==> src/rtl/point_sweep_controller.sv <==
// rtl/point_sweep_controller.sv - mass-point state store that sweeps each point through update_point
module point_sweep_controller #(
  parameter int POSITION_SIZE = 8,
  parameter int VELOCITY_SIZE = 8,
  parameter int NUM_POINTS    = 4,
  parameter int IDX_SIZE      = 4,
  parameter int TIMEOUT       = 255
) (
  input  logic                     clk_in,
  input  logic                     rst_in,
  input  logic                     step_in,
  input  logic [IDX_SIZE-1:0]      num_points_in,
  input  logic                     load_valid_in,
  input  logic [IDX_SIZE-1:0]      load_idx_in,
  input  logic [POSITION_SIZE-1:0] load_pos_x_in,
  input  logic [POSITION_SIZE-1:0] load_pos_y_in,
  input  logic [VELOCITY_SIZE-1:0] load_vel_x_in,
  input  logic [VELOCITY_SIZE-1:0] load_vel_y_in,
  input  logic [IDX_SIZE-1:0]      rd_idx_in,
  output logic [POSITION_SIZE-1:0] rd_pos_x_out,
  output logic [POSITION_SIZE-1:0] rd_pos_y_out,
  output logic [VELOCITY_SIZE-1:0] rd_vel_x_out,
  output logic [VELOCITY_SIZE-1:0] rd_vel_y_out,
  output logic                     upd_begin_out,
  output logic [POSITION_SIZE-1:0] upd_pos_x_out,
  output logic [POSITION_SIZE-1:0] upd_pos_y_out,
  output logic [VELOCITY_SIZE-1:0] upd_vel_x_out,
  output logic [VELOCITY_SIZE-1:0] upd_vel_y_out,
  input  logic                     upd_result_in,
  input  logic [POSITION_SIZE-1:0] upd_pos_x_in,
  input  logic [POSITION_SIZE-1:0] upd_pos_y_in,
  input  logic [VELOCITY_SIZE-1:0] upd_vel_x_in,
  input  logic [VELOCITY_SIZE-1:0] upd_vel_y_in,
  output logic                     busy_out,
  output logic                     done_out,
  output logic                     timeout_out
);

  localparam int AW = (NUM_POINTS > 1) ? $clog2(NUM_POINTS) : 1;
  localparam int CW = (TIMEOUT > 1) ? $clog2(TIMEOUT + 1) : 1;
  localparam int W  = 2 * POSITION_SIZE + 2 * VELOCITY_SIZE;
  localparam logic [IDX_SIZE:0] NP = (IDX_SIZE + 1)'(NUM_POINTS);

  typedef enum logic [1:0] {IDLE, ISSUE, WAIT, DONE} state_t;

  state_t              state;
  logic [W-1:0]        mem [NUM_POINTS];
  logic [IDX_SIZE-1:0] idx;
  logic [IDX_SIZE:0]   n;
  logic [CW-1:0]       wait_cnt;

  logic [IDX_SIZE:0]   n_clamped;
  logic [IDX_SIZE-1:0] idx_nxt;
  logic                last_pt;
  logic                load_ok;
  logic [W-1:0]        rd_word;
  logic [W-1:0]        nxt_word;
  logic [W-1:0]        wb_word;
  logic [W-1:0]        ld_word;

  // n is one bit wider than an index so NUM_POINTS == 2**IDX_SIZE still fits
  always_comb begin
    n_clamped = ({1'b0, num_points_in} > NP) ? NP : {1'b0, num_points_in};
    idx_nxt   = idx + 1'b1;
    last_pt   = ({1'b0, idx} == n - 1'b1);
    load_ok   = load_valid_in && ({1'b0, load_idx_in} < NP);
    rd_word   = ({1'b0, rd_idx_in} < NP) ? mem[rd_idx_in[AW-1:0]] : '0;
    nxt_word  = mem[idx_nxt[AW-1:0]];
    wb_word   = {upd_pos_x_in, upd_pos_y_in, upd_vel_x_in, upd_vel_y_in};
    ld_word   = {load_pos_x_in, load_pos_y_in, load_vel_x_in, load_vel_y_in};
  end

  always_ff @(posedge clk_in) begin
    if (!rst_in) begin
      state         <= IDLE;
      idx           <= '0;
      n             <= '0;
      wait_cnt      <= '0;
      for (int i = 0; i < NUM_POINTS; i++) mem[i] <= '0;
      {rd_pos_x_out, rd_pos_y_out, rd_vel_x_out, rd_vel_y_out}     <= '0;
      {upd_pos_x_out, upd_pos_y_out, upd_vel_x_out, upd_vel_y_out} <= '0;
      upd_begin_out <= 1'b0;
      busy_out      <= 1'b0;
      done_out      <= 1'b0;
      timeout_out   <= 1'b0;
    end else begin
      upd_begin_out <= 1'b0;
      done_out      <= 1'b0;
      {rd_pos_x_out, rd_pos_y_out, rd_vel_x_out, rd_vel_y_out} <= rd_word;
      case (state)
        IDLE: begin
          if (step_in) begin
            n           <= n_clamped;
            idx         <= '0;
            timeout_out <= 1'b0;
            busy_out    <= 1'b1;
            if (n_clamped == '0) begin
              state    <= DONE;
              done_out <= 1'b1;
            end else begin
              state         <= ISSUE;
              upd_begin_out <= 1'b1;
              {upd_pos_x_out, upd_pos_y_out, upd_vel_x_out, upd_vel_y_out} <= mem[0];
            end
          end else if (load_ok) begin
            mem[load_idx_in[AW-1:0]] <= ld_word;
          end
        end
        ISSUE: begin
          state    <= WAIT;
          wait_cnt <= '0;
        end
        WAIT: begin
          // a result and a timeout both retire the point; only a result writes back
          if (upd_result_in || wait_cnt == CW'(TIMEOUT - 1)) begin
            if (upd_result_in) mem[idx[AW-1:0]] <= wb_word;
            else               timeout_out      <= 1'b1;
            if (last_pt) begin
              state    <= DONE;
              done_out <= 1'b1;
            end else begin
              idx           <= idx_nxt;
              state         <= ISSUE;
              upd_begin_out <= 1'b1;
              {upd_pos_x_out, upd_pos_y_out, upd_vel_x_out, upd_vel_y_out} <= nxt_word;
            end
          end else begin
            wait_cnt <= wait_cnt + 1'b1;
          end
        end
        DONE: begin
          state    <= IDLE;
          busy_out <= 1'b0;
        end
        default: state <= IDLE;
      endcase
    end
  end

endmodule

==> config.mk <==
export PLATFORM = sky130hd
export DESIGN_NAME = point_sweep_controller
export DESIGN_NICKNAME = d
export VERILOG_FILES = /design/src/rtl/point_sweep_controller.sv
export SDC_FILE = /design/constraint.sdc
export NUM_CORES = 1
export LEC_CHECK = 0
export BUFFER_PORTS_ARGS = -buffer_cell sky130_fd_sc_hd__buf_2
export CORE_MARGIN = 2
export CORE_UTILIZATION = 26
export CTS_BUF_LIST = sky130_fd_sc_hd__clkbuf_4 sky130_fd_sc_hd__clkbuf_8
export CTS_CLUSTER_DIAMETER = 200
export DETAILED_ROUTE_END_ITERATION = 7
export GPL_TIMING_DRIVEN = 0
export PLACE_DENSITY_LB_ADDON = 0.1
export SYNTH_ARGS = -nofsm -noshare
export SYNTH_HDL_FRONTEND = slang
export SYNTH_SLANG_ARGS = --single-unit
==> constraint.sdc <==
create_clock -name clk_in -period 4.15 [get_ports clk_in]
set_clock_uncertainty 0.15 [all_clocks]
set_input_delay 0.83 -clock clk_in [delete_from_list [all_inputs] [get_ports clk_in]]
set_output_delay 0.83 -clock clk_in [all_outputs]
set_load 0.1 [all_outputs]
Yosys cells after proc, flatten, opt, wreduce, memory -nomap -nowiden
Memory sizes are Yosys's and may differ from the RTL's. A register that Yosys moved wholly into a read port is not among the register bits.
Index checks and enable logic that the tools add are counted.
{"block": "totals", "register_bits": 55, "output_inout_bits": 68, "memories": 1, "word_cells": 113, "ram_bits": 128}
{"memory": "mem", "depth": 4, "word_bits": 32, "rd": 3, "rd_clocked_by_memory_dff": 1, "wr": 4, "line_no": "47", "rtl": "logic [W-1:0] mem [NUM_POINTS];"}
{"block": "classes", "muxes": 65, "n_reduce_logical": 18, "order_cmp": 3, "eq_ne": 11, "add_sub_neg": 3}
{"op": "$mux 8", "count": 17}
{"op": "$pmux 8 s2", "count": 5}
{"op": "$mux 32", "count": 2}
{"op": "$reduce_or 32->1", "count": 2}
{"op": "$mux 1", "count": 25}
{"op": "$mux 4", "count": 4}
{"op": "$mux 2", "count": 6}
{"op": "$ne 2x2->1 const B", "count": 6}
{"op": "$reduce_and 2->1", "count": 5}
{"op": "$add 8x1->8 const B", "count": 1}
{"op": "$eq 8x8->1 const B", "count": 1}
{"op": "$lt 4x3->1 const B", "count": 2}
{"op": "$pmux 1 s2", "count": 4}
{"op": "$pmux 2 s4", "count": 1}
{"op": "$pmux 4 s2", "count": 1}
{"op": "$reduce_and 4->1", "count": 2}
{"op": "$reduce_bool 2->1", "count": 3}
{"op": "$eq 4x5->1", "count": 1}
{"op": "$logic_not 5->1", "count": 1}
{"op": "$reduce_and 5->1", "count": 1}
{"op": "$sub 5x1->5 const B", "count": 1}
{"op": "$add 4x1->4 const B", "count": 1}
{"op": "$eq 2x2->1 const B", "count": 2}
{"op": "$gt 4x3->1 const B", "count": 1}
{"op": "5 further kinds", "count": 5}

Longest topological paths before layout
Gate-level depths: netlist of the first run.
{"block": "depth", "word_depth": 10, "ltp_mapped": 8}

Worst setup path before layout of the first run
OpenSTA, ideal clock, no wires.
{"block": "synth_path", "path_kind": "in2reg", "start": "input port rst_in", "end": "memory mem[2][0] (netlist bit), enable pin", "path_stages": 7, "path_slack_ns": 0.859, "t_required_ns": 3.611, "t_arrival_ns": 2.751, "cell_sequence": "clkbuf_1 > nand3_2 > o22a_1 > or3_1 > buf_2 > buf_6 > nand2_1"}
{"item": "start, declared", "line_no": "10", "rtl": "input logic rst_in,"}
{"item": "end, declared", "line_no": "47"}

==> impl_metrics.yaml, run 1 <==
hold_path:
  hp-class: "flip-flop to flip-flop"
  hold_path_depth: 2
  min_to: "upd_pos_x_out[2]$_SDFFE_PN0P_"
  hold_start: "upd_pos_x_out[2]$_SDFFE_PN0P_"
cts:
  cts_sinks: 214
  cts_resized: 0
  clock_latency_ns: 0.55
  cts_buffers: 42
  max-clock-path-buffers: 3
  clk_pin_slew_ns: 0.06
  root_buffer: "clkbuf_8"
  cts_tree: "done"
  post_cts_buffers: 0
  hold_buffers: 0
  cts_max_level: 2
timing:
  setup_viol: 0
  rsz0062_at_grt: "no"
  period_needed_ns: 3.24
  max_freq_mhz: 309
  hold_viol: 0
  worst_slew_pin_slew_ns: 0.981
  slew_viol_final: 0
  slew_headroom_pct: 34.6
  finalCritPeriodShare_pct: 78.1
  fin_tns_setup_ns: 0
  whs_ns: 0.306
pwr:
  vdd_ir_drop_max_mv: 0.165
  design_power_total_uw: 5470
  p_leak_uw: 0.00500
  power_density_nw_per_um2: 450
synth:
  synth_commonest_cells: "nor2_1 (130), edfxtp_1 (128), dfxtp_1 (86)"
  ys_seq_area_share_pct: 56.7
  syn_avg_cell_area_um2: 11.8
  yosysUniqueCellTypes: 58
  netlist.area_leader.share_pct: 39.2
  synthTopCellsByArea: "edfxtp_1 (39%), dfxtp_1 (18%), mux4_2 (7.3%)"
  ys_seq_elements: 214
  netlist_area_um2: 9820
  synthCells: 829
  ys_async_sr_fraction_pct: 0
  synth_warnings: 0
  synth.net_count: 914
  ys.flop_type: "edfxtp_1"
  synth_top_area_cell: "edfxtp_1"
  synth_edf_count: 128
  yosysMostFrequentCell: "nor2_1"
critical_path:
  path_class: "flip-flop to flip-flop"
  crit_arrival_ns: 3.38
  worstSetupEndpointType: "flip-flop"
  ff2ff_setup_slack_ns: 0.91
  critPathMaxFanout: 19
  cp_cell_sequence: "buf_4 > nand2b_4 > buf_6 > o2111a_1 > and2b_1 > o221ai_2 > buf_2 > nand2_2 > buf_12"
  worstPathRequired_ns: 4.29
  crit_path_start_kind: "flip-flop"
  reg2reg_depth: 9
  regToRegEndpoint: "mem[1][18]$_SDFFCE_PN0P_"
  cp_num_buf_inv: 4
  critPathTopFamily: "buffers and inverters"
  cpPeakStageDelay_ns: 0.39
  crit_slowest_cell: "o2111a_1"
  reg2reg_from: "state[0]$_SDFFE_PN0P_"
grt:
  gr-total-overflow: 0
  grt_usage_pct: 17.6
  antenna_found_initial: 1
  first_global_vias: 7574
  grt_max_degree: 26
  grt_pass1_wl_um: 50100
die:
  dieArea_um2: 39300
  pin_count: 149
  dieHeight_um: 198
  die_w_um: 198
  design.core.area_um2: 37400
  row_count: 71
  start_util_pct: 26.2
place:
  place_hpwl_um: 23400
  port-buffer-count: 145
  gp_congestion: 0.744
route:
  antenna_left: 0
  drtPass1Iterations: 5
  drc: 0
  drt_wl_total_um: 34100
  vias: 7459
  drt_iter0_markers: 455
  vias_per_cell: 4.77
  wl_per_cell_um: 21.8
layout:
  drive_above_1_share_pct: 27.7
  fillers: 3855
  area_growth_pct: 23.9
  final_nets: 1107
status:
  status: "finished clean"
job:
  maxCapViolCount: 0
==> power breakdown <==
group          leakage, µW  internal [µW]  switching, µW
sequential         0.00203           2360           54.0
combinational      0.00250            228            591
clock             0.000468           1290            946
total              0.00500           3880           1590
==> worst max-delay path by stage <==
stage / from / endpoint / slack, ns / depth (start not counted)
3_5_place_dp: rst_in / mem[1][18]$_SDFFCE_PN0P_ / 0.28 / 5
3_3_place_gp: idx[0]$_SDFFE_PN0P_ / mem[3][10]$_DFFE_PP_ / -1.26 / 5
4_1_cts: rst_in / mem[1][28]$_SDFFCE_PN0P_ / 0.85 / 5
5_1_grt: idx[1]$_SDFFE_PN0P_ / upd_vel_y_out[4]$_SDFFE_PN0P_ / 0.65 / 7
2_1_floorplan: rst_in / mem[2][0]$_SDFFCE_PN0P_ / 0.86 / 7
6_report: state[0]$_SDFFE_PN0P_ / mem[1][18]$_SDFFCE_PN0P_ / 0.91 / 9
==> worst register-to-register path, stage by stage, from the launching register on <==
cell      delay, ns
dfxtp_1        0.29
buf_4          0.16
nand2b_4       0.15
buf_6          0.15
o2111a_1       0.39
and2b_1        0.27
o221ai_2       0.37
buf_2          0.35
nand2_2        0.37
buf_12         0.33
==> per-layer routing <==
metal	GRT usage [%]	vias up	part of all wire, %
li1	-	3502	-
met1	24.3	3696	47
met2	28.1	217	46
met3	2.86	44	4.9
met4	5.35	0	2.4
met5	0	-	0
==> flip-flops by register name, indices dropped and copies added (netlist names), 4 cells and up <==
| register | flops |
|---|---|
| upd_vel_y_out | 8 |
| rd_pos_x_out | 8 |
| rd_vel_y_out | 8 |
| upd_pos_x_out | 8 |
| idx | 4 |
| upd_vel_x_out | 8 |
| n | 4 |
| wait_cnt | 8 |
| upd_pos_y_out | 8 |
| rd_pos_y_out | 8 |
| rd_vel_x_out | 8 |
| mem | 128 |
==> cells in the final DEF, fill, tap and decap left out, types with 4 or more instances in the layout <==
| master | netlist | routed |
|---|---|---|
| clkinv_1 | 0 | 6 |
| nor3_1 | 5 | 5 |
| dfxtp_1 | 86 | 86 |
| buf_12 | 0 | 4 |
| clkinv_2 | 0 | 5 |
| clkbuf_1 | 42 | 42 |
| xnor2_1 | 4 | 4 |
| nor2_1 | 130 | 129 |
| a21oi_1 | 12 | 12 |
| mux2i_1 | 37 | 37 |
| o21a_1 | 27 | 27 |
| mux4_2 | 32 | 32 |
| a221o_1 | 29 | 29 |
| inv_1 | 40 | 40 |
| ha_1 | 4 | 4 |
| o211ai_1 | 4 | 4 |
| edfxtp_1 | 128 | 128 |
| clkbuf_4 | 0 | 12 |
| o221ai_1 | 31 | 31 |
| o21ai_0 | 4 | 4 |
| clkbuf_8 | 0 | 48 |
| a31oi_1 | 5 | 5 |
| a22oi_1 | 32 | 32 |
| buf_6 | 5 | 5 |
| and3_1 | 37 | 37 |
| buf_2 | 18 | 163 |
| nand2_1 | 51 | 48 |
| nand3_1 | 10 | 10 |
==> cell type report <==
type | count | area [µm²] | area share, %
diodes | 1 | 2.50 | 0.0206
plain buffers | 71 | 353 | 2.90
clock buffers | 60 | 751 | 6.18
clock inverters | 15 | 128 | 1.05
inverters | 40 | 150 | 1.24
multi-input cells | 504 | 3760 | 30.9
flip-flops and latches | 214 | 5570 | 45.8
well taps | 511 | 639 | 5.26
repair buffers | 149 | 806 | 6.63
==> stage by stage <==
step	area, µm²	std cells	worst slack [ns]	util (%)
after floorplan	9820	829	0.859	-
after global placement	11200	1485	-1.26	29.9
after detailed placement	11300	1489	0.278	30.1
after CTS	12200	1564	0.849	32.5
after global routing	12200	1564	0.654	32.5
final	12200	1565	0.910	32.5
==> kinds of logic after synthesis <==
group | after synthesis | share of synthesized area [%]
adders and majority gates | 4 | 0.510
xor gates and xnor gates | 6 | 0.535
AOI/OAI and AO/OA | 162 | 13.5
buffers and inverters | 111 | 5.12
DFF | 214 | 56.7
and+or+nand+nor | 262 | 12.4
muxes | 70 | 11.2
Note: power is estimated with default switching activity, not from simulation.
==> run 2: changes to the inputs <==
==> constraint.sdc (replaced) <==
create_clock -name clk_in -period 3 [get_ports clk_in]
set_clock_uncertainty 0.15 [all_clocks]
set_input_delay 0.6 -clock clk_in [delete_from_list [all_inputs] [get_ports clk_in]]
set_output_delay 0.6 -clock clk_in [all_outputs]
set_load 0.1 [all_outputs]
==> impl_metrics.yaml, run 2 (same netlist as run 1, synthesis figures left out) <==
route:
  drt_wl_total_um: 34100
  wl_per_cell_um: 21.8
  vias: 7383
  drc: 0
  antenna_left: 0
  drt_iter0_markers: 425
  vias_per_cell: 4.72
  drtPass1Iterations: 5
cts:
  root_buffer: "clkbuf_8"
  cts_buffers: 40
  hold_buffers: 0
  cts_sinks: 214
  cts_tree: "done"
  cts_max_level: 2
  max-clock-path-buffers: 3
  clk_pin_slew_ns: 0.07
  clock_latency_ns: 0.56
timing:
  fin_tns_setup_ns: 0
  finalCritPeriodShare_pct: 96.7
  hold_viol: 0
  setup_viol: 0
  slew_viol_final: 0
  setup_ws_ns: 0.100
  slew_headroom_pct: 38.7
  rsz0062_at_grt: "yes"
  period_needed_ns: 2.90
  whs_ns: 0.179
  max_freq_mhz: 345
  worst_slew_pin_slew_ns: 0.919
pwr:
  p_sw_share_pct: 29.1
  comb_power_share_pct: 14.8
  intPower_uw: 5440
  p_leak_uw: 0.00504
  p_sw_uw: 2230
  vdd_ir_drop_max_mv: 0.225
  power.share.clock_pct: 41.7
  p_seq_share_pct: 43.5
  power_density_nw_per_um2: 627
  design_power_total_uw: 7670
layout:
  final_common_cell: "buf_2"
  largest_reg_flops: 128
  regMostFlops: "mem"
  final_cell_mix: "buf_2 (162), nor2_1 (129), edfxtp_1 (128)"
  area_growth_pct: 24.7
  antenna_cells: 0
  final_core_util_pct: 32.7
  fillers: 3866
  final_nets: 1105
  drive_above_1_share_pct: 29.3
place:
  place_hpwl_um: 23100
  gp_congestion: 0.727
  port-buffer-count: 145
  dp_worst_setup_slack_ns: -0.726
die:
  design.core.area_um2: 37400
  pin_count: 149
  row_count: 71
  start_util_pct: 26.2
  dieArea_um2: 39300
  die_w_um: 198
  dieHeight_um: 198
grt:
  grt_pass1_wl_um: 49700
  antenna_found_initial: 1
  grt_usage_pct: 17.6
  first_global_vias: 7538
  grt_max_degree: 33
  gr-total-overflow: 0
critical_path:
  critPathMaxFanout: 25
  path_class: "flip-flop to flip-flop"
  crit_path_start_kind: "flip-flop"
  worstPathRequired_ns: 3.14
  crit_arrival_ns: 3.04
  worstSetupEndpointType: "flip-flop"
job:
  maxCapViolCount: 0
status:
  status: "finished clean"
hold_path:
  hp-class: "input pin to flip-flop"
## run 2: changes by cell type in the layout (fill, tap and decap cells not counted), sizes merged
cell      before  now
clkbuf       102  101
clkinv        11    9
clkinvlp       0    3
diode          1    0
bufinv         2    3
inv           42   40
## run 2: final cells by class
cell class,instances,area (µm²),share of cell area [%]
well taps,511,639,5.23
plain buffers,71,369,3.02
clock buffers,59,743,6.07
flip-flops and latches,214,5570,45.5
inverters,40,150,1.23
clock inverters,15,160,1.31
repair buffers,149,806,6.59
multi-input cells,504,3800,31.1
## run 2: stage by stage
| step | instance area [µm²] | cells |
|---|---|---|
| floorplan | 9820 | 829 |
| global placement | 11200 | 1485 |
| detailed placement | 11300 | 1488 |
| CTS | 12200 | 1562 |
| global route | 12200 | 1563 |
| finish | 12200 | 1563 |
## run 2: per-layer routing
layer	part of all wire [%]	vias up	wire length [µm]	global-route usage [%]
met4	2.0	2	678	4.62
li1	-	3503	-	-
met1	46	3630	15800	24.0
met3	4.3	51	1470	2.81
met2	47	197	16100	28.9
met5	0.038	-	13	0
## run 2: power by group through the flow
| stage | sequential [µW] | clock, µW | combinational (µW) |
|---|---|---|---|
| 6_report | 3340 | 3200 | 1140 |
| 5_1_grt | 3350 | 3410 | 1200 |
| 4_1_cts | 3340 | 3280 | 1150 |
| 3_5_place_dp | 3400 | 0 | 1140 |
| 3_3_place_gp | 3400 | 0 | 1130 |
| 2_1_floorplan | 3740 | 0 | 442 |
## run 2: repair_timing
| action | in CTS | in global routing |
|---|---|---|
| hold endpoints to repair | 0 | 0 |
| buffers inserted | 0 | 1 |
| pin swaps | 0 | 1 |
| resized for setup | 13 | 9 |
| endpoints found under the setup margin | 185 | 82 |
## run 2: critical path, stage by stage (launching register included)
cell,delay [ns]
dfxtp_1,0.30
buf_2,0.22
nand2b_4,0.07
buf_6,0.15
o2111a_2,0.35
and2b_1,0.25
o21ai_4,0.32
buf_4,0.28
nand2_2,0.22
buf_12,0.29
## run 2: final timing paths
| kind | startpoint | to | slack [ns] | depth (start not counted) |
|---|---|---|---|---|
| max | state[1]$_SDFFE_PN0P_ | mem[0][3]$_SDFFCE_PN0P_ | 0.10 | 9 |
| min | num_points_in[0] | n[0]$_SDFFE_PN0P_ | 0.18 | 3 |
| max reg2reg | state[1]$_SDFFE_PN0P_ | mem[0][3]$_SDFFCE_PN0P_ | 0.10 | 9 |
| min reg2reg | upd_pos_y_out[3]$_SDFFE_PN0P_ | upd_pos_y_out[3]$_SDFFE_PN0P_ | 0.30 | 2 |
==> run 3: changes to the inputs <==
--- a/config.mk
+++ b/config.mk
@@ -5,7 +5,7 @@
 export SDC_FILE = /design/constraint.sdc
 export NUM_CORES = 1
 export LEC_CHECK = 0
-export BUFFER_PORTS_ARGS = -buffer_cell sky130_fd_sc_hd__buf_2
+export BUFFER_PORTS_ARGS = -buffer_cell sky130_fd_sc_hd__clkbuf_2
 export CORE_MARGIN = 2
 export CORE_UTILIZATION = 26
 export CTS_BUF_LIST = sky130_fd_sc_hd__clkbuf_4 sky130_fd_sc_hd__clkbuf_8
==> impl_metrics.yaml, run 3 (same netlist as run 1, synthesis figures left out) <==
cts:
  cts_buffers: 40
  clock_latency_ns: 0.56
  cts_tree: "done"
  cts_max_level: 2
  clk_pin_slew_ns: 0.06
  cts_sinks: 214
  max-clock-path-buffers: 3
  root_buffer: "clkbuf_8"
route:
  vias: 7414
  drt_iter0_markers: 538
  drtPass1Iterations: 5
  wl_per_cell_um: 21.7
  vias_per_cell: 4.75
  drt_wl_total_um: 33900
  antenna_left: 0
  drc: 0
critical_path:
  crit_top_cell: "buf_2"
  reg2reg_from: "state[1]$_SDFFE_PN0P_"
  reg2reg_depth: 8
  crit_arrival_ns: 2.95
  cpPeakStageDelay_ns: 0.42
  critPathLaunch: "state[1]$_SDFFE_PN0P_"
  crit_path_start_kind: "flip-flop"
  ff2ff_setup_slack_ns: 0.08
  worstSetupEndpointType: "flip-flop"
  crit_slowest_cell: "nand2_4"
  critPathMaxFanout: 32
  critical_path.endpoint: "mem[2][11]$_SDFFCE_PN0P_"
  path_class: "flip-flop to flip-flop"
  cp_cell_sequence: "buf_2 > and2b_1 > nand3_2 > o22a_1 > or3_1 > buf_2 > buf_6 > nand2_4"
  regToRegEndpoint: "mem[2][11]$_SDFFCE_PN0P_"
  worstPathRequired_ns: 3.03
hold_path:
  hp-class: "input pin to flip-flop"
die:
  row_count: 71
  dieArea_um2: 39300
  start_util_pct: 26.2
  dieHeight_um: 198
  die_w_um: 198
  pin_count: 149
  design.core.area_um2: 37400
layout:
  largest_reg_flops: 128
  drive_above_1_share_pct: 29.2
  final_core_util_pct: 32.6
  final_common_cell: "clkbuf_2"
  final_nets: 1105
  final_cell_mix: "clkbuf_2 (153), nor2_1 (129), edfxtp_1 (128)"
  area_growth_pct: 24.1
  antenna_cells: 0
  fillers: 3844
  multi_input_area_um2: 3810
  seqCellArea_um2: 5570
  fin_cells: 1562
  regMostFlops: "mem"
place:
  place_hpwl_um: 23200
  placedCellCount: 1488
  port-buffer-count: 145
  gp_congestion: 0.725
grt:
  gr-total-overflow: 0
  grt_pass1_wl_um: 49600
  first_global_vias: 7487
  antenna_found_initial: 1
  grt_usage_pct: 17.5
  grt_max_degree: 33
timing:
  finalCritPeriodShare_pct: 97.4
  rsz0062_at_grt: "yes"
  setup_viol: 0
  slew_headroom_pct: 37.4
  hold_viol: 0
  slew_viol_final: 0
  worst_slew_pin_slew_ns: 0.939
  period_needed_ns: 2.92
  max_freq_mhz: 342
  fin_tns_setup_ns: 0
status:
  status: "finished clean"
pwr:
  p_leak_uw: 0.00498
  vdd_ir_drop_max_mv: 0.204
  power_density_nw_per_um2: 610
job:
  maxCapViolCount: 0
## run 3: cell count changes in the layout (fill, tap and decap cells not counted), sizes merged
cell / before / now
bufinv: 3 / 1
buf: 178 / 33
clkinvlp: 3 / 2
clkbuf: 101 / 249
clkinv: 9 / 8
## run 3: worst max-delay path, delay by kind of cell, from the launching register on
kind,cells,cell delay [ns]
simple gates,4,1.19
buf+inv,3,0.60
flops,1,0.30
compound gates,1,0.25
## run 3: timing repair
action | 4_1_cts | 5_1_grt
endpoints found under the setup margin | 194 | 78
hold buffers | 0 | 0
gates resized for setup | 14 | 9
setup buffers | 1 | 0
pin swaps | 1 | 1
## run 3: worst min path at each step
stage	start	endpoint	slack (ns)	depth (start not counted)
floorplan	n[1]$_SDFFE_PN0P_	n[1]$_SDFFE_PN0P_	0.30	2
global placement	upd_vel_x_out[0]$_SDFFE_PN0P_	upd_vel_x_out[0]$_SDFFE_PN0P_	0.30	2
detailed placement	upd_vel_x_out[5]$_SDFFE_PN0P_	upd_vel_x_out[5]$_SDFFE_PN0P_	0.30	2
CTS	num_points_in[0]	n[0]$_SDFFE_PN0P_	0.16	3
global route	num_points_in[1]	n[1]$_SDFFE_PN0P_	0.17	3
finish	num_points_in[0]	n[0]$_SDFFE_PN0P_	0.19	3
## run 3: cell type report
cell class / count / area share (%)
flip-flops and latches: 214 / 45.7
multi-input cells: 504 / 31.2
repair buffers: 149 / 6.68
clock buffers: 62 / 6.18
well taps: 511 / 5.25
plain buffers: 71 / 3.03
inverters: 40 / 1.23
clock inverters: 11 / 0.709
## run 3: power breakdown
| part | switching, µW | total (µW) | internal, µW | leakage (µW) |
|---|---|---|---|---|
| logic | 819 | 1140 | 319 | 0.00251 |
| registers | 74.2 | 3340 | 3260 | 0.00203 |
| clock network | 1270 | 2960 | 1690 | 0.000446 |
## run 3: metal layers
metal	GRT usage (%)	vias to the layer above	routed length, µm
met5	0	-	11
met4	4.12	2	621
met3	3.17	43	1700
met2	28.1	198	15900
met1	24.3	3675	15700
li1	-	3496	-
## run 3: through the flow
stage,power (µW),cell area (µm²),worst slack (ns),hold slack (ns)
after floorplan,4180,9820,0.107,0.295
after global placement,4530,11200,-1.58,0.299
after detailed placement,4540,11300,-0.773,0.304
after CTS,7540,12200,0.00625,0.163
after global routing,7750,12200,-0.0543,0.172
final,7440,12200,0.0794,0.187
